<file path="config.mk">
export PLATFORM = sky130hd
export DESIGN_NAME = arb_mux2
export DESIGN_NICKNAME = d
export VERILOG_FILES = /design/src/rtl/arb_mux2.sv
export SDC_FILE = /design/constraint.sdc
export NUM_CORES = 1
export LEC_CHECK = 0
export CAP_MARGIN = 0
export CORE_ASPECT_RATIO = 0.9
export CORE_MARGIN = 2
export CORE_UTILIZATION = 27
export CTS_CLUSTER_SIZE = 20
export DETAILED_ROUTE_END_ITERATION = 10
export GPL_ROUTABILITY_DRIVEN = 0
export GPL_TIMING_DRIVEN = 1
export SETUP_SLACK_MARGIN = 0.15
export SLEW_MARGIN = 20
export SYNTH_ARGS = -nofsm -noshare
export SYNTH_HDL_FRONTEND = slang
export SYNTH_SLANG_ARGS = --single-unit
</file>
<file path="constraint.sdc">
create_clock -name clk -period 4.45 [get_ports clk]
set_input_delay 0.6675 -clock clk [delete_from_list [all_inputs] [get_ports clk]]
set_output_delay 0.6675 -clock clk [all_outputs]
set_load 0.05 [all_outputs]
</file>
<file path="src/rtl/arb_mux2.sv">
`timescale 1ns/1ps
// ---------------------------------------------------------------------------
// arb_mux2
//
// Packet-aware round-robin arbiter for two valid/ready stream channels
// (A and B) feeding a single registered output stage. A grant is held from
// the first beat of a packet through its last beat. The output carries the
// source index alongside every beat so a downstream 2:1 select stage knows
// where each beat came from.
//
// Parameters:
//   W        data width of every channel
//
// Ports:
//   clk      rising-edge clock
//   rst      asynchronous active-high reset
//   a_valid  channel A beat present
//   a_data   channel A payload
//   a_last   channel A end-of-packet marker
//   a_ready  channel A beat accepted this cycle (combinational)
//   b_valid  channel B beat present
//   b_data   channel B payload
//   b_last   channel B end-of-packet marker
//   b_ready  channel B beat accepted this cycle (combinational)
//   y_valid  output beat present (registered)
//   y_data   output payload (registered)
//   y_last   output end-of-packet marker (registered)
//   y_ready  downstream accepts the current output beat
//   s        source of the current output beat, 0 = A, 1 = B (registered)
// ---------------------------------------------------------------------------
module arb_mux2 #(
  parameter int W = 8
) (
  input  logic         clk,
  input  logic         rst,
  input  logic         a_valid,
  input  logic [W-1:0] a_data,
  input  logic         a_last,
  output logic         a_ready,
  input  logic         b_valid,
  input  logic [W-1:0] b_data,
  input  logic         b_last,
  output logic         b_ready,
  output logic         y_valid,
  output logic [W-1:0] y_data,
  output logic         y_last,
  input  logic         y_ready,
  output logic         s
);

  typedef enum logic [1:0] {
    IDLE   = 2'd0,
    LOCK_A = 2'd1,
    LOCK_B = 2'd2
  } state_t;

  state_t         state_reg, state_next;
  logic           pref_reg, pref_next;
  logic           y_valid_reg, y_valid_next;
  logic [W-1:0]   y_data_reg, y_data_next;
  logic           y_last_reg, y_last_next;
  logic           s_reg, s_next;

  logic           free;
  logic           grant_en;
  logic           grant_sel;
  logic           sel_valid;
  logic [W-1:0]   sel_data;
  logic           sel_last;
  logic           xfer;

  // The output slot can take a new beat when it is empty or being drained
  // this very cycle, which is what gives full throughput with no bubbles.
  assign free = !y_valid_reg || y_ready;

  // Grant selection. While locked the owner keeps the grant even if it has
  // dropped valid; the other channel simply waits. In IDLE the grant is
  // decided from the current valids, so a new packet can start in the same
  // cycle the previous owner's last beat has moved the state back to IDLE.
  always_comb begin
    grant_en  = 1'b0;
    grant_sel = 1'b0;
    case (state_reg)
      LOCK_A: begin
        grant_en  = 1'b1;
        grant_sel = 1'b0;
      end
      LOCK_B: begin
        grant_en  = 1'b1;
        grant_sel = 1'b1;
      end
      default: begin
        if (a_valid && b_valid) begin
          grant_en  = 1'b1;
          grant_sel = pref_reg;
        end else if (a_valid) begin
          grant_en  = 1'b1;
          grant_sel = 1'b0;
        end else if (b_valid) begin
          grant_en  = 1'b1;
          grant_sel = 1'b1;
        end
      end
    endcase
  end

  // Mux of the granted channel's beat.
  assign sel_valid = grant_sel ? b_valid : a_valid;
  assign sel_data  = grant_sel ? b_data  : a_data;
  assign sel_last  = grant_sel ? b_last  : a_last;

  // Readies are gated by rst so nothing upstream sees an acceptance while
  // the registers are being held in reset.
  assign a_ready = !rst && free && grant_en && !grant_sel;
  assign b_ready = !rst && free && grant_en &&  grant_sel;
  assign xfer    = !rst && free && grant_en && sel_valid;

  // Next-state and output register update.
  always_comb begin
    state_next   = state_reg;
    pref_next    = pref_reg;
    y_valid_next = y_valid_reg;
    y_data_next  = y_data_reg;
    y_last_next  = y_last_reg;
    s_next       = s_reg;

    if (xfer) begin
      y_valid_next = 1'b1;
      y_data_next  = sel_data;
      y_last_next  = sel_last;
      s_next       = grant_sel;
      if (sel_last) begin
        // Packet done: release the lock and hand priority to the other side.
        state_next = IDLE;
        pref_next  = !grant_sel;
      end else begin
        state_next = grant_sel ? LOCK_B : LOCK_A;
      end
    end else if (y_valid_reg && y_ready) begin
      // Beat drained with nothing to replace it; payload and source are kept.
      y_valid_next = 1'b0;
    end
  end

  always_ff @(posedge clk or posedge rst) begin
    if (rst) begin
      state_reg   <= IDLE;
      pref_reg    <= 1'b0;
      y_valid_reg <= 1'b0;
      y_data_reg  <= '0;
      y_last_reg  <= 1'b0;
      s_reg       <= 1'b0;
    end else begin
      state_reg   <= state_next;
      pref_reg    <= pref_next;
      y_valid_reg <= y_valid_next;
      y_data_reg  <= y_data_next;
      y_last_reg  <= y_last_next;
      s_reg       <= s_next;
    end
  end

  assign y_valid = y_valid_reg;
  assign y_data  = y_data_reg;
  assign y_last  = y_last_reg;
  assign s       = s_reg;

endmodule

</file>
==> summary.md, run 1 <==
| Metric | Value |
|---|---|
| Initial drt markers | 13 |
| Post-Syn Area per Cell | around 10 um2 |
| Pleak | ~0.00048 uW |
| Crit Path Max Fanout | 7 |
| Commonest non-fill, non-tap cell in the layout | clkdlybuf4s50_1 |
| Initial core utilization | 27.9% |
| Core area | around 2700 um2 |
| Post-Synth Simple-Gate Area | around 15% |
| Chip width | 59.7 um |
| Area of the mapped netlist | around 750 um2 |
| Crit-path slowest cell | clkdlybuf4s50_1 |
| Die Y | ~54 um |
| Routed Antenna Nets | 0 |
| CTS sink count | 14 |
| WL/cell | about 13 um |
| Max Root-Sink Buffers | 2 |
| Crit-path most repeated cell | clkdlybuf4s50_1 |
| Pwr dens | between 600 and 700 nW/um2 |
| GR Util All Layers | 12.0% |
| Worst Clk Skew | about 0.00065 ns |
| Worst Hold Class | register to register |
| Ant. Diodes | 0 |
| Sum Neg Setup Slack | 0 ns |
| Htree depth | 1 |
| Final setup margin | 1.14 ns |
| Vias in the first global route | approximately 690 |
| Max FFs per register | 8 |
| Combinational share of power | between 60% and 70% |
| Area after DPL | 1130 um2 |
| Synthesized Nets | 98 |
| R2R depth | 6 |
| Clk Latency, worst-skew pair | roughly 0.28 ns |
| Worst Path Required | about 3.8 ns |
| Max-cap violations | 0 |
| Final setup vio count | 0 |
| Most frequent cells in the layout | clkdlybuf4s50_1 (35), dfrtp_1 (14), nor2_1 (12) |
| Internal power | 411 uW |
| Slew Limit Fails | 0 |
| Worst path max stage delay | a little under 0.8 ns |
| First-pass GRT wire length | between 2 and 3 mm |
| Pre-CTS WS | approximately 1.1 ns |
| Tot Pwr | ~800 uW |
| Hpwl dp | ~1.4 mm |
| Syn Inst Count | between 70 and 80 |
| DR pass1 iterations | 3 |
| Vias per cell | around 4.7 |
| CTS tree | done |
| Compound-Gate Fraction of Synth Area | 16.7% |
| Ys flop type | dfrtp_1 |
| IO Pins | 36 |
| Cell taking the most area after synthesis | dfrtp_1 |
| Port-buffer cells | 35 |
| Final instance area | 1160 um2 |
| Post-CTS Setup Bufs | 0 |
| Post-synth EDFFs | 0 |
| Reg2Reg Setup Slack | 2.18 ns |
| Worst-margin pin slew | approximately 0.67 ns |
| Sw Ratio | around 49% |
| FF-to-FF End | state_reg[0] |
| GRT overflow | 0 |
| CTS clk-pin slew, worst paths | 0.08 ns |
| Setup CP Type | input port to primary output |
| Pin count of the biggest net entering global routing | 15 |
| Hold EP | y_last |
| Residual DRC count | 0 |
| Layout cells sized above 1 | 10.8% |
| Final worst path period share | between 70 and 80% |
| Cells resized by post-CTS repair | 0 |
| Multiplexer share of the synthesized area | between 10 and 15% |
| Slew Limit Headroom | a little under three fifths |
| FF-to-FF Start | state_reg[0] |
| Ranking of synthesized cells by area | dfrtp_1 (46%), mux2i_1 (13%), a21oi_1 (6.6%) |
| Post-Route WL | roughly 1.8 mm |
| CP delay by family, top | buffers and inverters |
| Hold Path Stages | 2 |
| Yosys reg bits | 14 |
| Cell variety after synth | 21 |
| Buf/Inv on CP | 2 |
| Seq/Total Area, Yosys | between 40% and 50% |
| Die area | about 3200 um2 |
| Nets | around 140 |
| Ordered cell list for the critical path | clkdlybuf4s50_1, nor2b_1, o2bb2ai_2, and3_1, clkdlybuf4s50_1 |
| Root Driver | clkbuf_4 |
| Hold_buf cts | 0 |
| Post-synthesis adder-cell area fraction | ~1.7% |
| CTS buffer count | 3 |
| Sequential power share | roughly 27% |
| Crit path DAT | 2.65 ns |
| Synth Area in XOR/XNOR | 0% |
| Initial antenna violation count | 0 |
| Largest family of logic cells by synthesized area | compound AO/OA/AOI/OAI gates |
| Peak Freq | approximately 300 MHz |
| Fill count | around 290 |
| Sw power | 392 uW |
| Ys Warns | 0 |
| Layout area overhead | 53.2% |
| Row Count | 18 |
| Vias | roughly 660 |
| VDD IR-drop max | between 0.0002 and 0.0003 V |
| Top cell type's share of synthesized area | a little under half |
| Min-delay src | y_last |
| Status | finished, final reports clean |
| RSZ-0062 raised after global routing | false |
| Clock share of power | approximately 8.7% |
| Critical path launch point type | input port |
| Ys async rst share | 100% |
| Final hold violation count | 0 |
| Minimum clock period | 3.31 ns |
| Critical path capture point type | primary output |
power groups by stage:
| stage | clock network, uW | registers [uW] | logic (uW) |
|---|---|---|---|
| 6_report | 69.6 | 218 | 516 |
| 2_1_floorplan | 0 | 383 | 195 |
| 5_1_grt | 79.5 | 227 | 549 |
| 3_5_place_dp | 0 | 220 | 519 |
| 3_3_place_gp | 0 | 220 | 512 |
| 4_1_cts | 71.8 | 219 | 521 |
Yosys cell counts, types with 2 or more instances:
library cell,instances
dfrtp_1,14
nor2_1,12
a21oi_1,10
mux2i_1,10
inv_1,5
nand2_1,3
o21ai_0,3
nor2b_1,2
nor3b_1,2
or2_2,2
cells by family after synthesis:
kind of cell	after synthesis
AND/OR/NAND/NOR	23
AO/OA/AOI/OAI	17
flip-flops	14
multiplexers	11
buffers and inverters	8
adder cells (fa/ha/maj)	1
layer usage:
metal / GRT usage, % / part of all wire [%] / up-vias / wire length [um]
met5: 0 / 0 / - / 0
met4: 7.41 / 2.3 / 0 / 40
met3: 2.88 / 4.6 / 6 / 81
met2: 20.7 / 50 / 22 / 888
met1: 13.5 / 43 / 304 / 765
li1: - / - / 329 / -
through the flow:
stage	util (%)	hold slack, ns	std cells
floorplan	-	0.481	74
global placement	41.9	0.492	138
detailed placement	41.9	0.510	138
CTS	42.8	0.531	141
global route	42.8	0.564	141
finish	42.8	0.524	141
worst max-delay path by stage:
stage	start	to	slack [ns]	cells past startpoint
2_1_floorplan	a_valid	a_ready	1.47	4
3_3_place_gp	a_valid	b_ready	1.17	5
3_5_place_dp	a_valid	b_ready	1.15	5
4_1_cts	a_valid	b_ready	1.14	5
5_1_grt	a_valid	b_ready	1.09	5
6_report	a_valid	b_ready	1.14	5
worst reg2reg max path: stages, from the launching register on:
cell	delay, ns
dfrtp_1	0.35
inv_1	0.05
ha_1	0.24
mux2i_1	0.18
a2111oi_4	0.70
buf_4	0.30
mux2_2	0.35
layout make-up:
type                       count  area, um2  share of cell area [%]
clock buffer                   3       22.5                    1.95
inverter                       5       18.8                    1.62
multi-input combinational     52        362                    31.3
sequential                    14        350                    30.3
tap                           30       37.5                    3.25
timing repair buffer          37        365                    31.6
Power figures use the tool's default switching activity.
==> inputs of run 2 (changes only) <==
==> constraint.sdc (replaced) <==
create_clock -name clk -period 2.9 [get_ports clk]
set_input_delay 0.435 -clock clk [delete_from_list [all_inputs] [get_ports clk]]
set_output_delay 0.435 -clock clk [all_outputs]
set_load 0.05 [all_outputs]
==> summary.md, run 2 (synthesized netlist as in run 1, its figures left out) <==
| Metric | Value |
|---|---|
| CTS sink count | 14 (unchanged) |
| Pleak | 0.000482 uW (+1.3%) |
| Clock share of power | 8.8% (about the same) |
| CTS tree | done |
| Root Driver | clkbuf_4 |
| Final instance area | 1160 um2 (+0.65%) |
| Initial core utilization | 27.9% (unchanged) |
| Layout area overhead | 54.2% |
| Critical path capture point type | primary output |
| First-pass GRT wire length | 2.93 mm (+3.6%) |
| GRT overflow | 0 (unchanged) |
| Vias | 669 (+1.2%) |
| Final hold violation count | 0 (unchanged) |
| Area after DPL | 1140 um2 (+0.66%) |
| IO Pins | 36 (unchanged) |
| R2R depth | 7 (+1) |
| Minimum clock period | 2.24 ns |
| Cells resized by post-CTS repair | 0 (unchanged) |
| CTS buffer count | 3 (unchanged) |
| Hold Path Stages | 1 (-1) |
| Ordered cell list for the critical path | clkdlybuf4s50_1, nor2b_1, o2bb2ai_2, and3_1, buf_12 |
| RSZ-0062 raised after global routing | false |
| Sw power | 602 uW (+53%) |
| Pwr dens | 1060 nW/um2 (+53%) |
| Met3 Use GR | 2.16% (-0.72 points) |
| Met1 usage | 16.1% (+2.6 points) |
| Initial antenna violation count | 0 (unchanged) |
| Critical path launch point type | input port |
| Sw Ratio | 48.6% (-0.21 points) |
| Setup CP Type | input port to primary output |
| Buf/Inv on CP | 2 (unchanged) |
| Routed Antenna Nets | 0 (unchanged) |
| DR pass1 iterations | 4 (+1) |
| Post-layout util | 43.1% (+0.28 points) |
| Port-buffer cells | 35 (unchanged) |
| Max Root-Sink Buffers | 2 (unchanged) |
| Hpwl dp | 1.30 mm (-5.9%) |
| Slew Limit Headroom | 64.1% (+8.5 points) |
| Pin count of the biggest net entering global routing | 19 (+4) |
| Post-CTS Setup Bufs | 0 (unchanged) |
| CP delay by family, top | buffers and inverters |
| Sum Neg Setup Slack | 0 ns (unchanged) |
| Final worst path period share | between 70 and 80% |
| Chip width | 59.7 um (unchanged) |
| Crit path depth | 5 (unchanged) |
| VDD IR-drop max | 0.000362 V (+32%) |
| Die area | 3230 um2 (unchanged) |
| Residual DRC count | 0 (unchanged) |
| Row Count | 18 (unchanged) |
| Vias in the first global route | 676 (-2.2%) |
| Worst path max stage delay | 0.46 ns (-0.33 ns) |
| CTS clk-pin slew, worst paths | 0.08 ns (about the same) |
| Vias per cell | 4.74 (+1.2%) |
| Worst Hold Class | register to register |
| Combinational share of power | 64.4% (+0.2 points) |
| WL/cell | 12.1 um (-3.8%) |
| Status | finished, final reports clean |
| Htree depth | 1 (unchanged) |
| Worst Path Required | 2.47 ns (-1.31 ns) |
| Crit path DAT | 1.80 ns (-0.85 ns) |
| Worst Clk Skew | 0.00480 ns (+0.00414 ns) |
| Layout cells sized above 1 | 12.6% (+1.8 points) |
| Die Y | 54.2 um (unchanged) |
| Most frequent cells in the layout | clkdlybuf4s50_1 (33), dfrtp_1 (14), nor2_1 (12) |
| GR Util met2 | 19.6% (-1.1 points) |
| Max-cap violations | 0 (unchanged) |
| Internal power | 636 uW (+55%) |
| Crit-path slowest cell | clkdlybuf4s50_1 |
| Worst-margin pin slew | 0.539 ns (-0.128 ns) |
| Initial drt markers | 27 (+14) |
| GR Util All Layers | 12.7% (+0.66 points) |
| Crit Path Max Fanout | 7 (unchanged) |
| Ant. Diodes | 0 (unchanged) |
| Grt peak-use layer | met2 |
| Hold_buf cts | 0 (unchanged) |
| Clk Latency, worst-skew pair | 0.28 ns (about the same) |
| Sequential power share | 26.8% (-0.3 points) |
| Max FFs per register | 8 (unchanged) |
| Commonest non-fill, non-tap cell in the layout | clkdlybuf4s50_1 |
| Core area | 2700 um2 (unchanged) |
| Slew Limit Fails | 0 (unchanged) |
| Post-Route WL | 1.71 mm (-3.8%) |
| Nets | 137 (unchanged) |
| Peak Freq | 446 MHz |
| Final setup vio count | 0 (unchanged) |
[run 2: cell count changes in the layout (fill, tap and decap cells not counted)]
| cell | change |
|---|---|
| buf_12 | +1 |
| buf_4 | +1 |
| clkdlybuf4s50_1 | -2 |
[run 2: layout make-up]
cell class                      count  area (um2)
Fill cell                         288        1540
Timing Repair Buffer               37         373
Multi-Input combinational cell     52         362
Sequential cell                    14         350
Tap cell                           30        37.5
Clock buffer                        3        22.5
Inverter                            5        18.8
[run 2: through the flow]
stage / std cells / power [uW] / setup slack (ns) / hold WS, ns
2_1_floorplan: 74 / 887 / 0.182 / 0.324
3_3_place_gp: 138 / 1130 / 0.675 / 0.493
3_5_place_dp: 138 / 1140 / 0.652 / 0.496
4_1_cts: 141 / 1250 / 0.656 / 0.514
5_1_grt: 141 / 1330 / 0.576 / 0.528
6_report: 141 / 1240 / 0.660 / 0.511
[run 2: power groups by stage]
stage | Combinational, uW | Sequential, uW | Clock (uW)
2_1_floorplan | 300 | 588 | 0
3_3_place_gp | 792 | 337 | 0
3_5_place_dp | 802 | 336 | 0
4_1_cts | 803 | 333 | 115
5_1_grt | 855 | 347 | 125
6_report | 796 | 332 | 109
[run 2: worst paths after layout]
path | start | end | slack (ns)
worst max-delay path | a_valid | b_ready | 0.66
worst min register to register | state_reg[0] | state_reg[0] | 0.51
worst max register to register | state_reg[0] | y_data[2] | 1.02
min in group asynchronous | rst | y_data[1] | 0.67
max in group asynchronous | rst | y_data[3] | 1.87
worst min-delay path | state_reg[0] | state_reg[0] | 0.51
[run 2: worst reg2reg max path, stage by stage (launching register included)]
cell,delay [ns]
dfrtp_1,0.34
inv_1,0.04
ha_1,0.23
mux2i_1,0.17
a2111oi_4,0.53
buf_4,0.30
nor2_1,0.06
a21oi_1,0.13
[run 2: per-layer routing]
layer,up-vias,share of wire (%)
met3,4,4.9
met2,23,46
met4,0,3.2
li1,331,-
met1,311,46
met5,-,0
